`src/rtl/ddr_init_sequencer_pkg.sv`:
```
// ddr_init_sequencer_pkg
//    Shared definitions for the DDR power-up initialisation sequencer:
//    sequencer states, SDRAM command encodings ({cs_n,ras_n,cas_n,we_n}),
//    mode-register bit positions and a small helper for sizing counters.
//    No ports; imported by the sequencer, its interface users and the timer.
package ddr_init_sequencer_pkg;

    typedef enum logic [3:0] {
        S_PWR,
        S_CKE,
        S_PRE1,
        S_EMR,
        S_MRDLL,
        S_PRE2,
        S_REF1,
        S_REF2,
        S_MR,
        S_DLL,
        S_DONE
    } state_e;

    localparam logic [3:0] CMD_NOP          = 4'b0111;
    localparam logic [3:0] CMD_PRECHARGE    = 4'b0010;
    localparam logic [3:0] CMD_LOAD_MODE    = 4'b0000;
    localparam logic [3:0] CMD_AUTO_REFRESH = 4'b0001;

    // addr bit that selects "all banks" on PRECHARGE, and the mode-register DLL reset bit
    localparam int PRE_ALL_BANKS_BIT = 10;
    localparam int MR_DLL_RESET_BIT  = 8;

    function automatic int maxOf(input int a, input int b);
        return (a > b) ? a : b;
    endfunction

endpackage

```
`src/rtl/ddr_init_sequencer_if.sv`:
```
// ddr_init_sequencer_if
//    SDRAM command bus driven by the init sequencer during power-up.
//    Signals:
//       cke                      SDRAM clock enable
//       cs_n/ras_n/cas_n/we_n    command strobes
//       ba[1:0]                  bank address
//       addr[ROW_WIDTH-1:0]      address bus
//       init_done                init complete, hands the bus to the controller mux
//    Modports: master (sequencer drives), slave (mux / observer receives).
interface ddr_init_sequencer_if #(
    parameter int ROW_WIDTH = 13
);
    logic                 cke;
    logic                 cs_n;
    logic                 ras_n;
    logic                 cas_n;
    logic                 we_n;
    logic [1:0]           ba;
    logic [ROW_WIDTH-1:0] addr;
    logic                 init_done;

    modport master (
        output cke, cs_n, ras_n, cas_n, we_n, ba, addr, init_done
    );

    modport slave (
        input cke, cs_n, ras_n, cas_n, we_n, ba, addr, init_done
    );
endinterface

```
`src/rtl/ddr_wait_timer.sv`:
```
// ddr_wait_timer
//    Loadable down-counter with a zero flag. Loading takes priority over
//    counting; the count stops at zero rather than wrapping.
//    Ports:
//       clk       clock
//       rst_n     asynchronous active-low reset (count cleared to 0)
//       load_i    load value_i on the next clock
//       value_i   value to load
//       zero_o    count is currently zero
module ddr_wait_timer #(
    parameter int WIDTH = 8
) (
    input  logic             clk,
    input  logic             rst_n,
    input  logic             load_i,
    input  logic [WIDTH-1:0] value_i,
    output logic             zero_o
);

    logic [WIDTH-1:0] count_q;

    // Count down towards zero and park there until the next load.
    always_ff @(posedge clk or negedge rst_n) begin
        if (!rst_n) begin
            count_q <= '0;
        end else if (load_i) begin
            count_q <= value_i;
        end else if (count_q != '0) begin
            count_q <= count_q - WIDTH'(1);
        end
    end

    assign zero_o = (count_q == '0);

endmodule

```
`src/rtl/ddr_init_sequencer.sv`:
```
// ddr_init_sequencer
//    Power-up initialisation sequencer for the DDR SDRAM. After reset it holds
//    CKE low for PWR_CYCLES, raises CKE, then issues PRECHARGE-all, LOAD MODE
//    (EMR), LOAD MODE (MR with DLL reset), PRECHARGE-all, two AUTO REFRESHes and
//    LOAD MODE (MR without DLL reset), waits DLL_CYCLES and raises init_done.
//    Every output is registered.
//    Ports:
//       clk       highspeed_clk_0
//       reset_n   asynchronous active-low reset
//       cmdBus    command bus (master modport): cke, cs_n, ras_n, cas_n, we_n,
//                 ba, addr, init_done
module ddr_init_sequencer
    import ddr_init_sequencer_pkg::*;
#(
    parameter int                   PWR_CYCLES = 20000,
    parameter int                   T_RP       = 2,
    parameter int                   T_MRD      = 2,
    parameter int                   T_RFC      = 8,
    parameter int                   DLL_CYCLES = 200,
    parameter int                   ROW_WIDTH  = 13,
    parameter logic [ROW_WIDTH-1:0] MR_VALUE   = 'h021,
    parameter logic [ROW_WIDTH-1:0] EMR_VALUE  = 'h000
) (
    input  logic                  clk,
    input  logic                  reset_n,
    ddr_init_sequencer_if.master  cmdBus
);

    localparam int MAX_WAIT = maxOf(maxOf(maxOf(PWR_CYCLES, T_RP), maxOf(T_MRD, T_RFC)), DLL_CYCLES);
    localparam int CW       = $clog2(MAX_WAIT + 1);

    // The counter leaves reset at zero, so the first S_PWR cycle is spent
    // arming it with the remainder of the power-up wait.
    localparam logic [CW-1:0] PWR_LOAD = (PWR_CYCLES >= 2) ? CW'(PWR_CYCLES - 2) : '0;

    localparam logic [ROW_WIDTH-1:0] ONE_ADDR     = {{(ROW_WIDTH-1){1'b0}}, 1'b1};
    localparam logic [ROW_WIDTH-1:0] PRE_ALL_ADDR = ONE_ADDR << PRE_ALL_BANKS_BIT;
    localparam logic [ROW_WIDTH-1:0] DLL_RST_MASK = ONE_ADDR << MR_DLL_RESET_BIT;

    state_e               state_q, state_d, stateSucc;
    logic                 pwrArmed_q;
    logic                 cke_q;
    logic [3:0]           cmd_q;
    logic [1:0]           ba_q;
    logic [ROW_WIDTH-1:0] addr_q;
    logic                 initDone_q;

    logic                 advance;
    logic                 timerZero;
    logic                 timerLoad;
    logic [CW-1:0]        timerValue;
    int                   waitCycles;

    ddr_wait_timer #(.WIDTH(CW)) waitTimer (
        .clk     (clk),
        .rst_n   (reset_n),
        .load_i  (timerLoad),
        .value_i (timerValue),
        .zero_o  (timerZero)
    );

    // Fixed order of the init sequence; S_DONE is terminal.
    always_comb begin
        stateSucc = state_q;
        unique case (state_q)
            S_PWR:   stateSucc = S_CKE;
            S_CKE:   stateSucc = S_PRE1;
            S_PRE1:  stateSucc = S_EMR;
            S_EMR:   stateSucc = S_MRDLL;
            S_MRDLL: stateSucc = S_PRE2;
            S_PRE2:  stateSucc = S_REF1;
            S_REF1:  stateSucc = S_REF2;
            S_REF2:  stateSucc = S_MR;
            S_MR:    stateSucc = S_DLL;
            S_DLL:   stateSucc = S_DONE;
            S_DONE:  stateSucc = S_DONE;
        endcase
    end

    // Number of cycles spent in the state being entered, counted from its command.
    always_comb begin
        waitCycles = 1;
        case (stateSucc)
            S_PRE1, S_PRE2:        waitCycles = T_RP;
            S_EMR, S_MRDLL, S_MR:  waitCycles = T_MRD;
            S_REF1, S_REF2:        waitCycles = T_RFC;
            S_DLL:                 waitCycles = DLL_CYCLES;
            default:               waitCycles = 1;
        endcase
    end

    // Advance once the wait for the current state has run out; the timer is
    // reloaded on every advance and once when arming the power-up wait.
    always_comb begin
        advance = 1'b0;
        if (state_q == S_PWR) begin
            advance = (PWR_CYCLES == 1) || (pwrArmed_q && timerZero);
        end else if (state_q != S_DONE) begin
            advance = timerZero;
        end
        state_d    = advance ? stateSucc : state_q;
        timerLoad  = advance || ((state_q == S_PWR) && !pwrArmed_q);
        timerValue = advance ? CW'(waitCycles - 1) : PWR_LOAD;
    end

    // Sequencer FSM with registered outputs. A command is driven only in the
    // cycle its state is entered; every other cycle is NOP with ba/addr held.
    always_ff @(posedge clk or negedge reset_n) begin
        if (!reset_n) begin
            state_q    <= S_PWR;
            pwrArmed_q <= 1'b0;
            cke_q      <= 1'b0;
            cmd_q      <= CMD_NOP;
            ba_q       <= 2'b00;
            addr_q     <= '0;
            initDone_q <= 1'b0;
        end else begin
            state_q <= state_d;
            cmd_q   <= CMD_NOP;
            if (state_q == S_PWR) begin
                pwrArmed_q <= 1'b1;
            end
            if (advance) begin
                case (stateSucc)
                    S_CKE: begin
                        cke_q <= 1'b1;
                    end
                    S_PRE1, S_PRE2: begin
                        cmd_q  <= CMD_PRECHARGE;
                        ba_q   <= 2'b00;
                        addr_q <= PRE_ALL_ADDR;
                    end
                    S_EMR: begin
                        cmd_q  <= CMD_LOAD_MODE;
                        ba_q   <= 2'b01;
                        addr_q <= EMR_VALUE;
                    end
                    S_MRDLL: begin
                        cmd_q  <= CMD_LOAD_MODE;
                        ba_q   <= 2'b00;
                        addr_q <= MR_VALUE | DLL_RST_MASK;
                    end
                    S_REF1, S_REF2: begin
                        cmd_q <= CMD_AUTO_REFRESH;
                    end
                    S_MR: begin
                        cmd_q  <= CMD_LOAD_MODE;
                        ba_q   <= 2'b00;
                        addr_q <= MR_VALUE & ~DLL_RST_MASK;
                    end
                    S_DONE: begin
                        initDone_q <= 1'b1;
                    end
                    default: begin
                    end
                endcase
            end
        end
    end

    assign cmdBus.cke       = cke_q;
    assign cmdBus.cs_n      = cmd_q[3];
    assign cmdBus.ras_n     = cmd_q[2];
    assign cmdBus.cas_n     = cmd_q[1];
    assign cmdBus.we_n      = cmd_q[0];
    assign cmdBus.ba        = ba_q;
    assign cmdBus.addr      = addr_q;
    assign cmdBus.init_done = initDone_q;

endmodule

```
`src/flat_wrapper.sv`:
```
// flat-port wrapper written by rule: the top's interface ports become plain ports
module ddr_init_sequencer_flat import ddr_init_sequencer_pkg::*;
#(
    parameter int                   PWR_CYCLES = 20000,
    parameter int                   T_RP       = 2,
    parameter int                   T_MRD      = 2,
    parameter int                   T_RFC      = 8,
    parameter int                   DLL_CYCLES = 200,
    parameter int                   ROW_WIDTH  = 13,
    parameter logic [ROW_WIDTH-1:0] MR_VALUE   = 'h021,
    parameter logic [ROW_WIDTH-1:0] EMR_VALUE  = 'h000
)
  (clk, reset_n, cmdBus_cke, cmdBus_cs_n, cmdBus_ras_n, cmdBus_cas_n, cmdBus_we_n, cmdBus_ba, cmdBus_addr, cmdBus_init_done);
  ddr_init_sequencer_if #(.ROW_WIDTH(ROW_WIDTH)) cmdBus_i ();
  input  logic clk;
  input  logic reset_n;
  output wire logic [$bits(cmdBus_i.cke)-1:0] cmdBus_cke;
  output wire logic [$bits(cmdBus_i.cs_n)-1:0] cmdBus_cs_n;
  output wire logic [$bits(cmdBus_i.ras_n)-1:0] cmdBus_ras_n;
  output wire logic [$bits(cmdBus_i.cas_n)-1:0] cmdBus_cas_n;
  output wire logic [$bits(cmdBus_i.we_n)-1:0] cmdBus_we_n;
  output wire logic [$bits(cmdBus_i.ba)-1:0] cmdBus_ba;
  output wire logic [$bits(cmdBus_i.addr)-1:0] cmdBus_addr;
  output wire logic [$bits(cmdBus_i.init_done)-1:0] cmdBus_init_done;
  assign cmdBus_cke = cmdBus_i.cke;
  assign cmdBus_cs_n = cmdBus_i.cs_n;
  assign cmdBus_ras_n = cmdBus_i.ras_n;
  assign cmdBus_cas_n = cmdBus_i.cas_n;
  assign cmdBus_we_n = cmdBus_i.we_n;
  assign cmdBus_ba = cmdBus_i.ba;
  assign cmdBus_addr = cmdBus_i.addr;
  assign cmdBus_init_done = cmdBus_i.init_done;
  ddr_init_sequencer #(.PWR_CYCLES(PWR_CYCLES), .T_RP(T_RP), .T_MRD(T_MRD), .T_RFC(T_RFC), .DLL_CYCLES(DLL_CYCLES), .ROW_WIDTH(ROW_WIDTH), .MR_VALUE(MR_VALUE), .EMR_VALUE(EMR_VALUE)) u_core (.clk(clk), .reset_n(reset_n), .cmdBus(cmdBus_i));
endmodule
```
`config.mk`:
```
export PLATFORM = sky130hd
export DESIGN_NAME = ddr_init_sequencer_flat
export DESIGN_NICKNAME = d
export VERILOG_FILES = /design/src/rtl/ddr_init_sequencer_pkg.sv /design/src/rtl/ddr_init_sequencer_if.sv /design/src/rtl/ddr_wait_timer.sv /design/src/rtl/ddr_init_sequencer.sv /design/src/flat_wrapper.sv
export SDC_FILE = /design/constraint.sdc
export NUM_CORES = 1
export LEC_CHECK = 0
export CAP_MARGIN = 20
export CORE_ASPECT_RATIO = 0.8
export CORE_MARGIN = 2
export CORE_UTILIZATION = 56
export CTS_CLUSTER_DIAMETER = 40
export DETAILED_ROUTE_END_ITERATION = 8
export PLACE_DENSITY = 0.8
export SETUP_SLACK_MARGIN = 0.4
export SYNTH_ARGS = -nofsm -noshare
export SYNTH_HDL_FRONTEND = slang
export SYNTH_HIERARCHICAL = 1
export SYNTH_SLANG_ARGS = --single-unit
```
`constraint.sdc`:
```
create_clock -name clk -period 4.24 [get_ports clk]
set_input_delay 0.424 -clock clk [delete_from_list [all_inputs] [get_ports clk]]
set_output_delay 0.424 -clock clk [all_outputs]
set_load 0.01 [all_outputs]
```
==> results of run 1 <==
## layout by cell type (no fill, tap or decap), types with 2 or more instances in the layout
cell and count:
a211oi_1 2, a21o_1 4, a21oi_1 7, a22o_1 11, and2_1 3, and3_1 2, buf_4 3, clkbuf_8 7
clkdlybuf4s50_1 11, conb_1 11, dfrtp_1 26, dfstp_2 3, ha_1 7, inv_1 11, nand2_1 23, nand2b_1 4
nor2_1 11, nor2b_1 3, nor3_1 9, nor3b_1 2, o21ai_0 12, o21ai_1 3, o22ai_1 3, o31ai_1 4
or2_2 3, or3_1 3, or4_1 4, xnor2_1 3, xor2_1 8
## where the power goes
group / internal (uW) / total [uW] / switching [uW]
Combinational: 1.41 / 11.0 / 9.63
Clock: 146 / 252 / 105
Sequential: 277 / 277 / 0
Total: 425 / 540 / 115
## synthesized netlist by cell type (6+ instances only)
master / count
buf_4: 14
nor2_1: 11
xor2_1: 8
nor3_1: 9
inv_1: 11
a22o_1: 11
o21ai_0: 13
clkbuf_1: 6
ha_1: 7
a21oi_1: 7
nand2_1: 23
dfrtp_1: 26
## area by class of cell
type / instances / share of cell area (%)
inverters: 11 / 1.905
clock inverters: 1 / 0.2309
flip-flops and latches: 29 / 33.66
repair buffers: 14 / 6.120
clock buffers: 7 / 4.446
well taps: 42 / 2.425
multi-input cells: 167 / 51.21
## routing by layer
| metal | share of wire [%] | vias up | global-route usage [%] |
|---|---|---|---|
| met5 | 0 | - | 0 |
| met4 | 1.4 | 0 | 7.278 |
| met3 | 6.7 | 7 | 4.770 |
| met2 | 40 | 62 | 27.64 |
| met1 | 51 | 757 | 36.40 |
| li1 | - | 766 | - |
## worst paths after layout
kind | depth (start not counted) | slack (ns) | start | to
setup / recovery | 12 | 0.99 | u_core/state_q[1] | u_core/waitTimer/count_q[7]
hold / removal | 1 | 0.49 | u_core/cmdBus.cke | u_core/cmdBus.cke
setup reg to reg | 12 | 0.99 | u_core/state_q[1] | u_core/waitTimer/count_q[7]
hold reg to reg | 1 | 0.49 | u_core/cmdBus.cke | u_core/cmdBus.cke
max in group asynchronous | 2 | 3.41 | reset_n | u_core/cmd_q[2]
min in group asynchronous | 2 | 0.52 | reset_n | u_core/cmdBus.ba[0]
## cell families after synthesis
kind of cell / Yosys count / synth area share, %
DFF: 29 / 36.41
xor gates and xnor gates: 11 / 4.810
buffers and inverters: 35 / 10.06
muxes: 4 / 3.123
AOI/OAI and AO/OA: 57 / 19.43
adders and majority gates: 8 / 4.872
other: 1 / 0.1872
and+or+nand+nor: 76 / 21.11
## state kept, by name, indices dropped and copies added, names as in the netlist
signal and cells:
u_core/state_q 4, u_core/cmd_q 3, u_core/pwrArmed_q 1, u_core/cmdBus.addr 3, u_core/cmdBus.init_done 1, u_core/cmdBus.ba 1
u_core/waitTimer/count_q 15, u_core/cmdBus.cke 1
## through the flow
| stage | cell area, um2 | hold WS, ns | util, % | power, uW | setup WS [ns] |
|---|---|---|---|---|---|
| 2_1_floorplan | 2041 | 0.1284 | - | 293.7 | 1.073 |
| 3_3_place_gp | 2066 | 0.4781 | 60.34 | 293.1 | 1.067 |
| 3_5_place_dp | 2066 | 0.4644 | 60.34 | 293.2 | 1.035 |
| 4_1_cts | 2167 | 0.4913 | 63.30 | 541.4 | 1.030 |
| 5_1_grt | 2167 | 0.5180 | 63.30 | 554.0 | 0.7486 |
| 6_report | 2167 | 0.4869 | 63.30 | 539.6 | 0.9904 |
==> impl_metrics.csv, run 1 <==
group,metric,value,unit
timing,finalSetupViolations,0,
clock_tree,cts_tree,"done",
critical_path,slowest_delay,0.76,ns
drt,routed_wl,4.098,mm
die,dieArea,4075,um2
synth,syn_inst,221,
drt,dr.pass1.iters,5,
synth,yosysSeqAreaShare,36.41,%
finish,diodes,0,
finish,seqCellArea,729.5,um2
finish,drive_above_1_share,12.23,%
finish,areaGrowthSynthToFinish,8.182,%
grt,globalRouteOverflowTotal,0,
timing,tns,0,ns
die,start_util,58.52,%
grt,grt_start_max_net_pins,30,
synth,ys_seq_elements,29,
timing,worstMarginPinSlew,1.060,ns
synth,syn_avg_cell_area,9.064,um2
timing,fmax,0.3077,GHz
clock_tree,cts-root-buf,"clkbuf_8",
clock_tree,cts_max_level,2,
finish,layoutNonFillerInstCount,271,
finish,design.final.nets,237,
clock_tree,insertion_delay,0.29,ns
clock_tree,cts_sinks,29,
clock_tree,path_clk_slew,0.06,ns
critical_path,path_class,"reg2reg",
clock_tree,cts_resized,0,
critical_path,end_kind,"flop",
die,die_y,57.50,um
synth,synth_top_area_share,32.48,%
place,place_hpwl,2.878,mm
clock_tree,cts_max_path_buffers,2,
critical_path,cp_slowest_cell,"dfrtp_1",
timing,period_needed,3.250,ns
drt,wl_per_cell,15.12,um
critical_path,critPathTopFamily,"flip-flops",
clock_tree,cts_inserted_buffers,5,
timing,fin_crit_sh,76.64,%
power_and_ir_drop,p_leak,0.0009793,uW
die,fp.dieW,70.87,um
outcome,outcome,"completed",
drt,drc_errors,0,
timing,slew_headroom,28.84,%
grt,grt_pass1_wl,6.975,mm
power_and_ir_drop,ir_worst_vdd,234.4,uV
synth,synthTopCellsByArea,"dfrtp_1 (32%), buf_4 (5.2%), a22o_1 (4.8%), ha_1 (4.4%), nand2_1 (4.3%)",
critical_path,worst_ep_required_time,4.40,ns
die,io_pins,23,
die,rows,19,
synth,synth_top_cell_by_area,"dfrtp_1",
critical_path,worstPathCellList,"and2_1 > xnor2_1 > or2_2 > ha_1 > mux2i_2 > inv_1 > ha_1 > inv_1 > maj3_1 > nor2_1 > o21a_1 > mux2_1",
grt,antenna_found_initial,0,
synth,synth_top_flop_cell,"dfrtp_1",
timing,final.setup_skew,0.009591,ns
timing,slew_viol_final,0,
place,dp_cells,263,
place,finalWeightedCongestion,0.8443,
place,io_buffers,11,
timing,rsz0062_at_grt,"no",
drt,vias,1592,
critical_path,worstSetupStartpointType,"flop",
clock_tree,postCtsHoldBufs,0,
clock_tree,cts_setup_buffers,0,
power_and_ir_drop,powerDensity,249.0,nW/um2
synth,yosysWarningCount,6,
finish,fill_cells,290,
job,drv_cap,0,
critical_path,crit_fanout,21,
die,coreArea,3423,um2
drt,drt_iter0_drc,126,
grt,grt_use_total,22.02,%
synth,syn_area,2003,um2
synth,synth.distinct_cells,55,
grt,grt_pass1_vias,1390,
drt,drtAntennaViolNets,0,
min_path,hp-class,"reg2reg",
timing,hold_viol,0,
drt,vias_per_cell,5.875,
synth,synth_edf_count,0,
critical_path,cp.arrival,3.41,ns
critical_path,critPathBufInv,2,
finish,multi_input_area,1110,um2
synth,async_flop_share,100.0,%
(Power assumes the default switching activity.)
==> run 2: changes to the inputs <==
Clock period 4.24 ns to 3.1 ns, I/O delays scaled along.
==> run 2 against run 1 <==
Die area stayed put; power up 36%; fmax increased by 27%; utilization increased by 4.2 points; worst setup slack worse by 0.46 ns; critical path depth grew 1; register-to-register slack worse by 0.46 ns; non-clock buffer count grew 11; cell count is 4.1% higher; clock power increased by 34%; clock-buffer cell count unchanged; global-route usage about the same; largest cell class unchanged.
==> impl_metrics.csv, run 2 (synthesized netlist as in run 1, its figures left out) <==
group,metric,value,unit
place,dp_cells,270,
finish,fin_util,67.51,%
grt,grt_pass1_vias,1508,
power_and_ir_drop,p_leak,0.001045,uW
place,io_buffers,11,
drt,drt_iter0_drc,89,
finish,mostFrequentLayoutCells,"dfrtp_1 (25), nand2_1 (23), o21ai_0 (12), buf_4 (12)",
die,coreArea,3423,um2
critical_path,critPathTopFamily,"adder cells",
clock_tree,cts_max_path_buffers,2,
die,dieArea,4075,um2
drt,vias_per_cell,5.777,
outcome,outcome,"completed",
clock_tree,cts_sinks,29,
timing,fmax,0.3895,GHz
critical_path,crit_fanout,5,
min_path,hp-class,"in2async",
drt,routed_wl,4.208,mm
finish,final_common_cell,"dfrtp_1",
clock_tree,cts_max_level,2,
grt,globalRouteOverflowTotal,0,
timing,finalWorstSetupSlack,0.5324,ns
finish,areaGrowthSynthToFinish,15.37,%
die,start_util,58.52,%
critical_path,slowest_delay,0.41,ns
critical_path,reg2reg_slack,0.53,ns
power_and_ir_drop,ir_worst_vdd,249.7,uV
grt,grt_start_max_net_pins,30,
timing,tns,0,ns
drt,drc_errors,0,
critical_path,cp.arrival,2.72,ns
critical_path,worst_ep_required_time,3.25,ns
finish,regMostFlops,"u_core/waitTimer/count_q",
timing,finalSetupViolations,0,
critical_path,path_class,"reg2reg",
timing,fin_crit_sh,82.83,%
critical_path,rr_startpoint,"u_core/state_q[1]",
critical_path,critPathBufInv,1,
clock_tree,cts_inserted_buffers,5,
finish,drive_above_1_share,21.67,%
place,pre_cts_slack,0.2428,ns
critical_path,worstPathCellList,"and2_4 > xnor2_1 > or2_4 > ha_4 > nand2_1 > nand2_1 > o21ai_0 > ha_2 > inv_1 > maj3_1 > nor2_1 > o21a_1 > mux2_1",
place,place_hpwl,2.955,mm
grt,met2_usage,31.11,%
grt,grt_util_met3,5.477,%
die,die_y,57.50,um
grt,antenna_found_initial,0,
timing,slew_viol_final,0,
clock_tree,cts_tree,"done",
clock_tree,insertion_delay,0.27,ns
finish,largest_reg_flops,15,
critical_path,cp_slowest_cell,"dfrtp_1",
critical_path,worstRegToRegCells,13,
timing,rsz0062_at_grt,"no",
timing,hold_viol,0,
critical_path,worstSetupStartpointType,"flop",
finish,layoutNonFillerInstCount,282,
drt,wl_per_cell,14.92,um
grt,grt_use_total,22.00,%
finish,top_regs,"u_core/waitTimer/count_q x15, u_core/state_q x4",
die,fp.dieW,70.87,um
clock_tree,path_clk_slew,0.06,ns
grt,met1_usage,34.43,%
timing,final.setup_skew,0.004242,ns
clock_tree,cts-root-buf,"clkbuf_8",
grt,busiest_layer,"met1",
drt,drtAntennaViolNets,0,
critical_path,r2r_end,"u_core/waitTimer/count_q[7]",
place,finalWeightedCongestion,0.8771,
finish,diodes,0,
grt,grt_pass1_wl,7.072,mm
die,io_pins,23,
drt,dr.pass1.iters,4,
critical_path,crit_path_frequent_cell,"nand2_1",
finish,fill_cells,277,
finish,design.final.nets,248,
drt,vias,1629,
critical_path,critPathLaunch,"u_core/state_q[1]",
job,drv_cap,0,
timing,period_needed,2.568,ns
die,rows,19,
critical_path,end_kind,"flop",
power_and_ir_drop,powerDensity,316.7,nW/um2
==> run 2: area by class of cell <==
type	instances	area [um2]	share of cell area [%]
Tap cell	42	52.55	2.274
Clock buffer	7	96.34	4.169
Clock inverter	1	5.005	0.2166
Multi-Input combinational cell	167	1169	50.57
Inverter	11	41.29	1.787
Sequential cell	29	730.7	31.62
Timing Repair Buffer	25	216.5	9.367
==> run 2: where the power goes <==
group | switching (uW) | total [uW] | internal (uW)
clock | 138 | 338 | 200
sequential | 0 | 379 | 379
combinational | 13.3 | 15.2 | 1.92
total | 151 | 732 | 581
==> run 2: routing by layer <==
metal,vias up,routed length (um),share of wire [%]
met2,48,1843,44
met4,0,12,0.29
met3,2,247,5.9
li1,792,-,-
met1,787,2104,50
met5,-,0,0
==> run 2: worst register-to-register path, cell delays in order (launching register included) <==
cell     delay, ns
dfrtp_1       0.41
and2_4        0.20
xnor2_1       0.12
or2_4         0.26
ha_4          0.28
nand2_1       0.05
nand2_1       0.06
o21ai_0       0.08
ha_2          0.21
inv_1         0.10
maj3_1        0.17
nor2_1        0.04
o21a_1        0.19
mux2_1        0.29
==> run 2: how the worst max path moves through the flow <==
stage	to	slack, ns	depth (start not counted)
final	u_core/waitTimer/count_q[7]	0.53	13
after global routing	u_core/cmdBus.addr[8]	0.40	9
after CTS	u_core/waitTimer/count_q[8]	0.40	12
after detailed placement	u_core/waitTimer/count_q[8]	0.24	12
after global placement	u_core/waitTimer/count_q[12]	0.42	12
after floorplan	u_core/waitTimer/count_q[1]	0.38	10
==> run 2: per-stage QoR <==
step	total power, uW	hold WS (ns)	cell area, um2
2_1_floorplan	401.7	0.01441	2085
4_1_cts	739.2	0.4227	2255
6_report	731.9	0.4132	2311
3_3_place_gp	400.9	0.4582	2142
5_1_grt	762.1	0.4685	2311
3_5_place_dp	401.1	0.4597	2142
==> run 2: timing repair <==
item / CTS / global route
buffers inserted: 0 / 3
hold buffers: 0 / 0
setup endpoints to repair: 6 / 9
gates resized for setup: 4 / 6
pin swaps: 0 / 1
cloned: 0 / 1
hold endpoints to repair: 0 / 0
==> patch 1 (flow settings as in run 2) <==
`T_RFC` is set to 8 in 2 places; all go to 16.
--- a/src/rtl/ddr_init_sequencer.sv
+++ b/src/rtl/ddr_init_sequencer.sv
@@ -17,3 +17,3 @@
     parameter int                   T_MRD      = 2,
-    parameter int                   T_RFC      = 8,
+    parameter int                   T_RFC      = 16,
     parameter int                   DLL_CYCLES = 200,
--- a/src/flat_wrapper.sv
+++ b/src/flat_wrapper.sv
@@ -6,3 +6,3 @@
     parameter int                   T_MRD      = 2,
-    parameter int                   T_RFC      = 8,
+    parameter int                   T_RFC      = 16,
     parameter int                   DLL_CYCLES = 200,
Behaviour: same outputs for any inputs over 10 cycles, from zero or initial values and one cycle with reset_n low; that may be too few to reach the edited logic, so the function may still have changed.
==> patch 1 against run 2 <==
- setup slack gained 26 ps
- worst hold slack gained 67 ps
- global-route usage grew 0.92 points
- wire length grew 1.6%
- cell area shrank 1.5%
- sequential cell count is the same
- largest power group unchanged
- total power shrank 5.6%
- critical endpoint is now u_core/waitTimer/count_q[13]
- synthesized area is essentially flat
==> patch 1: results (changes against run 2) <==
* Hold Vio Cnt, Final at 0 (unchanged)
* Post-synthesis instance total at 223 (+0.90%)
* Worst slack, placed at 269.8 ps (+26.96 ps)
* Global Route met3 Usage at 0.05300 (-0.001767)
* Maximum vdd drop at 0.2224 mV (-11%)
* Clock Pin Slew Worst Setup and Hold Paths at 60 ps (about the same)
* M1 GR Usage at 0.3488 (+0.004478)
* HPWL after detailed placement at 2987 um (+1.1%)
* Regs by FF count: u_core/waitTimer/count_q (15), u_core/state_q (4)
* Asr flop ratio synth at 1.000 (unchanged)
* Met2 GRT Util at 0.3231 (+0.01202)
* Seq/Total Area, Yosys at 0.3644 (about the same)
* Vias in the first global route at 1535 (+1.8%)
* Top post-synthesis cells by count: 26 x dfrtp_1, 18 x nand2_1, 17 x nor2_1, 15 x a21oi_1, 15 x buf_4
* Gp weighted congestion at 0.8759 (-0.14%)
* Initial antenna violation count at 0 (unchanged)
* First-pass GRT wire length at 7307 um (+3.3%)
* Vias/cell at 5.928 (+2.6%)
* Synth cell types at 57 (+3.6%)
* Crit Path Max Fanout at 21 (+16)
* Pin count of the biggest net entering global routing at 22 (-27%)
* Initial DRC count at 118 (+33%)
* Max clock buf depth at 2 (unchanged)
* Post-Route WL at 4274 um (+1.6%)
* Total grt overflow at 0 (unchanged)
* Post-layout net count at 245 (-1.2%)
* YS warnings at 6 (unchanged)
* Global route hottest layer: met1
* Max Clock Skew at 4.123 ps (-0.1190 ps)
* Fill count at 297 (+7.2%)
* CP arrival at 2710 ps (about the same)
* WL/cell at 15.32 um (+2.7%)
* Diode count at 0 (unchanged)
* Cell total after placement at 269 (-0.37%)
* Main area contributors after synthesis: dfrtp_1 33%, buf_4 5.6%, ha_1 4.4%
* Worst Hold Class: flop to flop
* Fraction of layout cells with a size suffix above 1 at 0.1899 (-0.02679)
* First-pass DRT Iterations at 4 (unchanged)
* Leakage power at 0.0009839 uW (-5.8%)
* Outcome: finished clean
* Total global-route track usage at 0.2292 (+0.009175)
* Htree depth at 2 (unchanged)
patch 1: changes by cell type in the layout (fill, tap and decap cells not counted), moves of 3 or more:
cell,delta
a21oi_1,+7
nor2_1,+5
nand2_1,-6
o21ai_0,-8
a22o_1,-3
o21ai_1,+5
patch 1: layout make-up:
cell class / instances / share of cell area
clock buffer: 6 / 0.03187
clock inverter: 2 / 0.004396
inverter: 9 / 0.01484
multi-input combinational: 169 / 0.5176
sequential: 29 / 0.3220
tap: 42 / 0.02308
timing repair buffer: 22 / 0.08626
patch 1: report_power, final:
part / leakage, uW / internal (uW) / switching [uW]
combinational: 0.000605 / 1.93 / 13.4
sequential: 0.000334 / 379 / 0
clock: 0.0000450 / 155 / 142
total: 0.000984 / 536 / 155
patch 1: metal layers:
metal / vias to the layer above / wire length, um
li1: 798 / -
met1: 794 / 2032
met2: 60 / 1906
met3: 2 / 305
met4: 0 / 30
met5: - / 0
patch 1: through the flow:
stage	hold slack, ps	instance area (um^2)
after floorplan	14.41	2085
after global placement	453.0	2137
after detailed placement	469.9	2137
after CTS	484.8	2232
after global routing	501.3	2277
final	480.2	2277
patch 1: cells by family (layout without fill, tap and decap cells):
logic type	Yosys count	in the layout	synth area share
AOI/OAI and AO/OA	63	63	0.2200
adders and majority gates	8	8	0.04875
DFF	29	29	0.3644
muxes	3	3	0.01812
buffers and inverters	35	39	0.09687
other	1	11	0.001873
xor gates and xnor gates	14	14	0.06125
and+or+nand+nor	70	70	0.1887
patch 1: critical path, stage by stage (launching register included):
cell and delay (ps):
dfrtp_1 410, inv_2 80, ha_4 140, or4b_4 510, nor4b_4 300, buf_6 240, nor2_4 60, o21ai_4 290
nor2_2 160, a22o_1 220
patch 1: final timing paths:
path,from,to,slack [ps],cells after the start
worst max register to register,u_core/waitTimer/count_q[1],u_core/waitTimer/count_q[13],560,9
worst max-delay path,u_core/waitTimer/count_q[1],u_core/waitTimer/count_q[13],560,9
worst min register to register,u_core/cmdBus.addr[8],u_core/cmdBus.addr[8],480,2
worst min-delay path,u_core/cmdBus.addr[8],u_core/cmdBus.addr[8],480,2
max in group asynchronous,reset_n,u_core/state_q[3],1900,2
min in group asynchronous,reset_n,u_core/waitTimer/count_q[7],530,1
patch 1: timing repair:
item                       in CTS  in global routing
setup buffers                   0                  2
setup endpoints to repair      10                 16
hold endpoints to repair        0                  0
pin swaps                       0                  1
resized for setup               3                  9
==> patch 2 (config.mk and constraints of run 2) <==
Without the edit above. Reset style: synchronous (`reset_n` and `rst_n`), changed in 2 clocked blocks. Comments in the files are not updated.
--- a/src/rtl/ddr_wait_timer.sv
+++ b/src/rtl/ddr_wait_timer.sv
@@ -22,3 +22,3 @@
     // Count down towards zero and park there until the next load.
-    always_ff @(posedge clk or negedge rst_n) begin
+    always_ff @(posedge clk) begin
         if (!rst_n) begin
--- a/src/rtl/ddr_init_sequencer.sv
+++ b/src/rtl/ddr_init_sequencer.sv
@@ -107,3 +107,3 @@
     // cycle its state is entered; every other cycle is NOP with ba/addr held.
-    always_ff @(posedge clk or negedge reset_n) begin
+    always_ff @(posedge clk) begin
         if (!reset_n) begin
Check against the original RTL: same outputs for any inputs over 10 cycles, from zero or initial values and one cycle with reset_n low; that may be too few to reach the edited logic, so the function may still have changed.
==> patch 2 against run 2 <==
- synthesized area grew 1.6%
- wire length grew 9.1%
- setup slack lost 3.7 ps
- sequential share of layout area shrank 6.2 points
- cell area grew 0.60%
- sequential cell count is the same
- cell count grew 8.5%
- first-iteration DRC count grew 36%
- non-clock buffer count shrank 2
- critical path type unchanged
- critical endpoint is now u_core/waitTimer/count_q[12]
Power is not compared: it rests on default switching activity, and its combinational part moved more than twofold at a synthesized area within 25%.
==> patch 2: results (changes against run 2) <==
* Outcome: finished clean
* Post-synthesis mux area share at 0 (-0.03123)
* Met3 WL at 255 um (+3.2%)
* Post-Route WL at 4591 um (+9.1%)
* Seq area share at 0.2540 (-0.06215)
* Final clock-cell share at 0.04360 (-0.0002596)
* Met2 GRT Util at 0.3175 (+0.006379)
* Vias in the first global route at 1546 (+2.5%)
* CP max stage cell: dfxtp_4
* Fraction of layout cells with a size suffix above 1 at 0.2045 (-0.01212)
* Post-Synth Adder-Cell Area at 0.04302 (-0.005696)
* Crit Reg-Reg Startpoint: u_core/state_q[1]
* Max Clock Skew at 6.669 ps (+2.427 ps)
* Initial DRC count at 121 (+36%)
* Worst-skew pair later-pin latency at 290 ps (+20 ps)
* Worst slack, placed at 187.3 ps (-55.51 ps)
* Synth cell types at 56 (+1.8%)
* Global Route met3 Usage at 0.06783 (+0.01306)
* Main flop type after synthesis: dfxtp_1
* HPWL after detailed placement at 3173 um (+7.4%)
* Multi-input logic portion of the cell area at 0.5721 (+0.06644)
* CP arrival at 2740 ps (+20 ps)
* M1 GR Usage at 0.3542 (+0.009931)
* Total global-route track usage at 0.2340 (+0.01403)
* Synth Area in XOR/XNOR at 0.06454 (+0.01644)
* Crit Path Max Fanout at 6 (+1)
* R2r endpoint: u_core/waitTimer/count_q[12]
* Worst Hold Class: flop to flop
* #MultiIn Comb at 194 (+16%)
## patch 2: repair_timing
action	in CTS	in global routing
pin swaps	1	2
gates resized for setup	7	15
endpoints found under the setup margin	17	10
buffers inserted	1	2
## patch 2: worst max path at each step
stage / startpoint / end / slack [ps] / cells after the start
6_report: u_core/state_q[1] / u_core/waitTimer/count_q[12] / 530 / 15
5_1_grt: u_core/state_q[1] / u_core/waitTimer/count_q[12] / 360 / 15
4_1_cts: u_core/state_q[2] / u_core/waitTimer/count_q[8] / 450 / 15
3_5_place_dp: u_core/waitTimer/count_q[0] / u_core/cmdBus.ba[0] / 190 / 8
3_3_place_gp: u_core/waitTimer/count_q[0] / u_core/cmdBus.ba[0] / 260 / 8
2_1_floorplan: u_core/waitTimer/count_q[0] / u_core/waitTimer/count_q[13] / 500 / 11
## patch 2: per-stage QoR
step	hold slack (ps)	area, um^2
2_1_floorplan	493.9	2086
3_3_place_gp	462.8	2126
3_5_place_dp	473.1	2126
4_1_cts	482.3	2262
5_1_grt	542.2	2325
6_report	482.7	2325
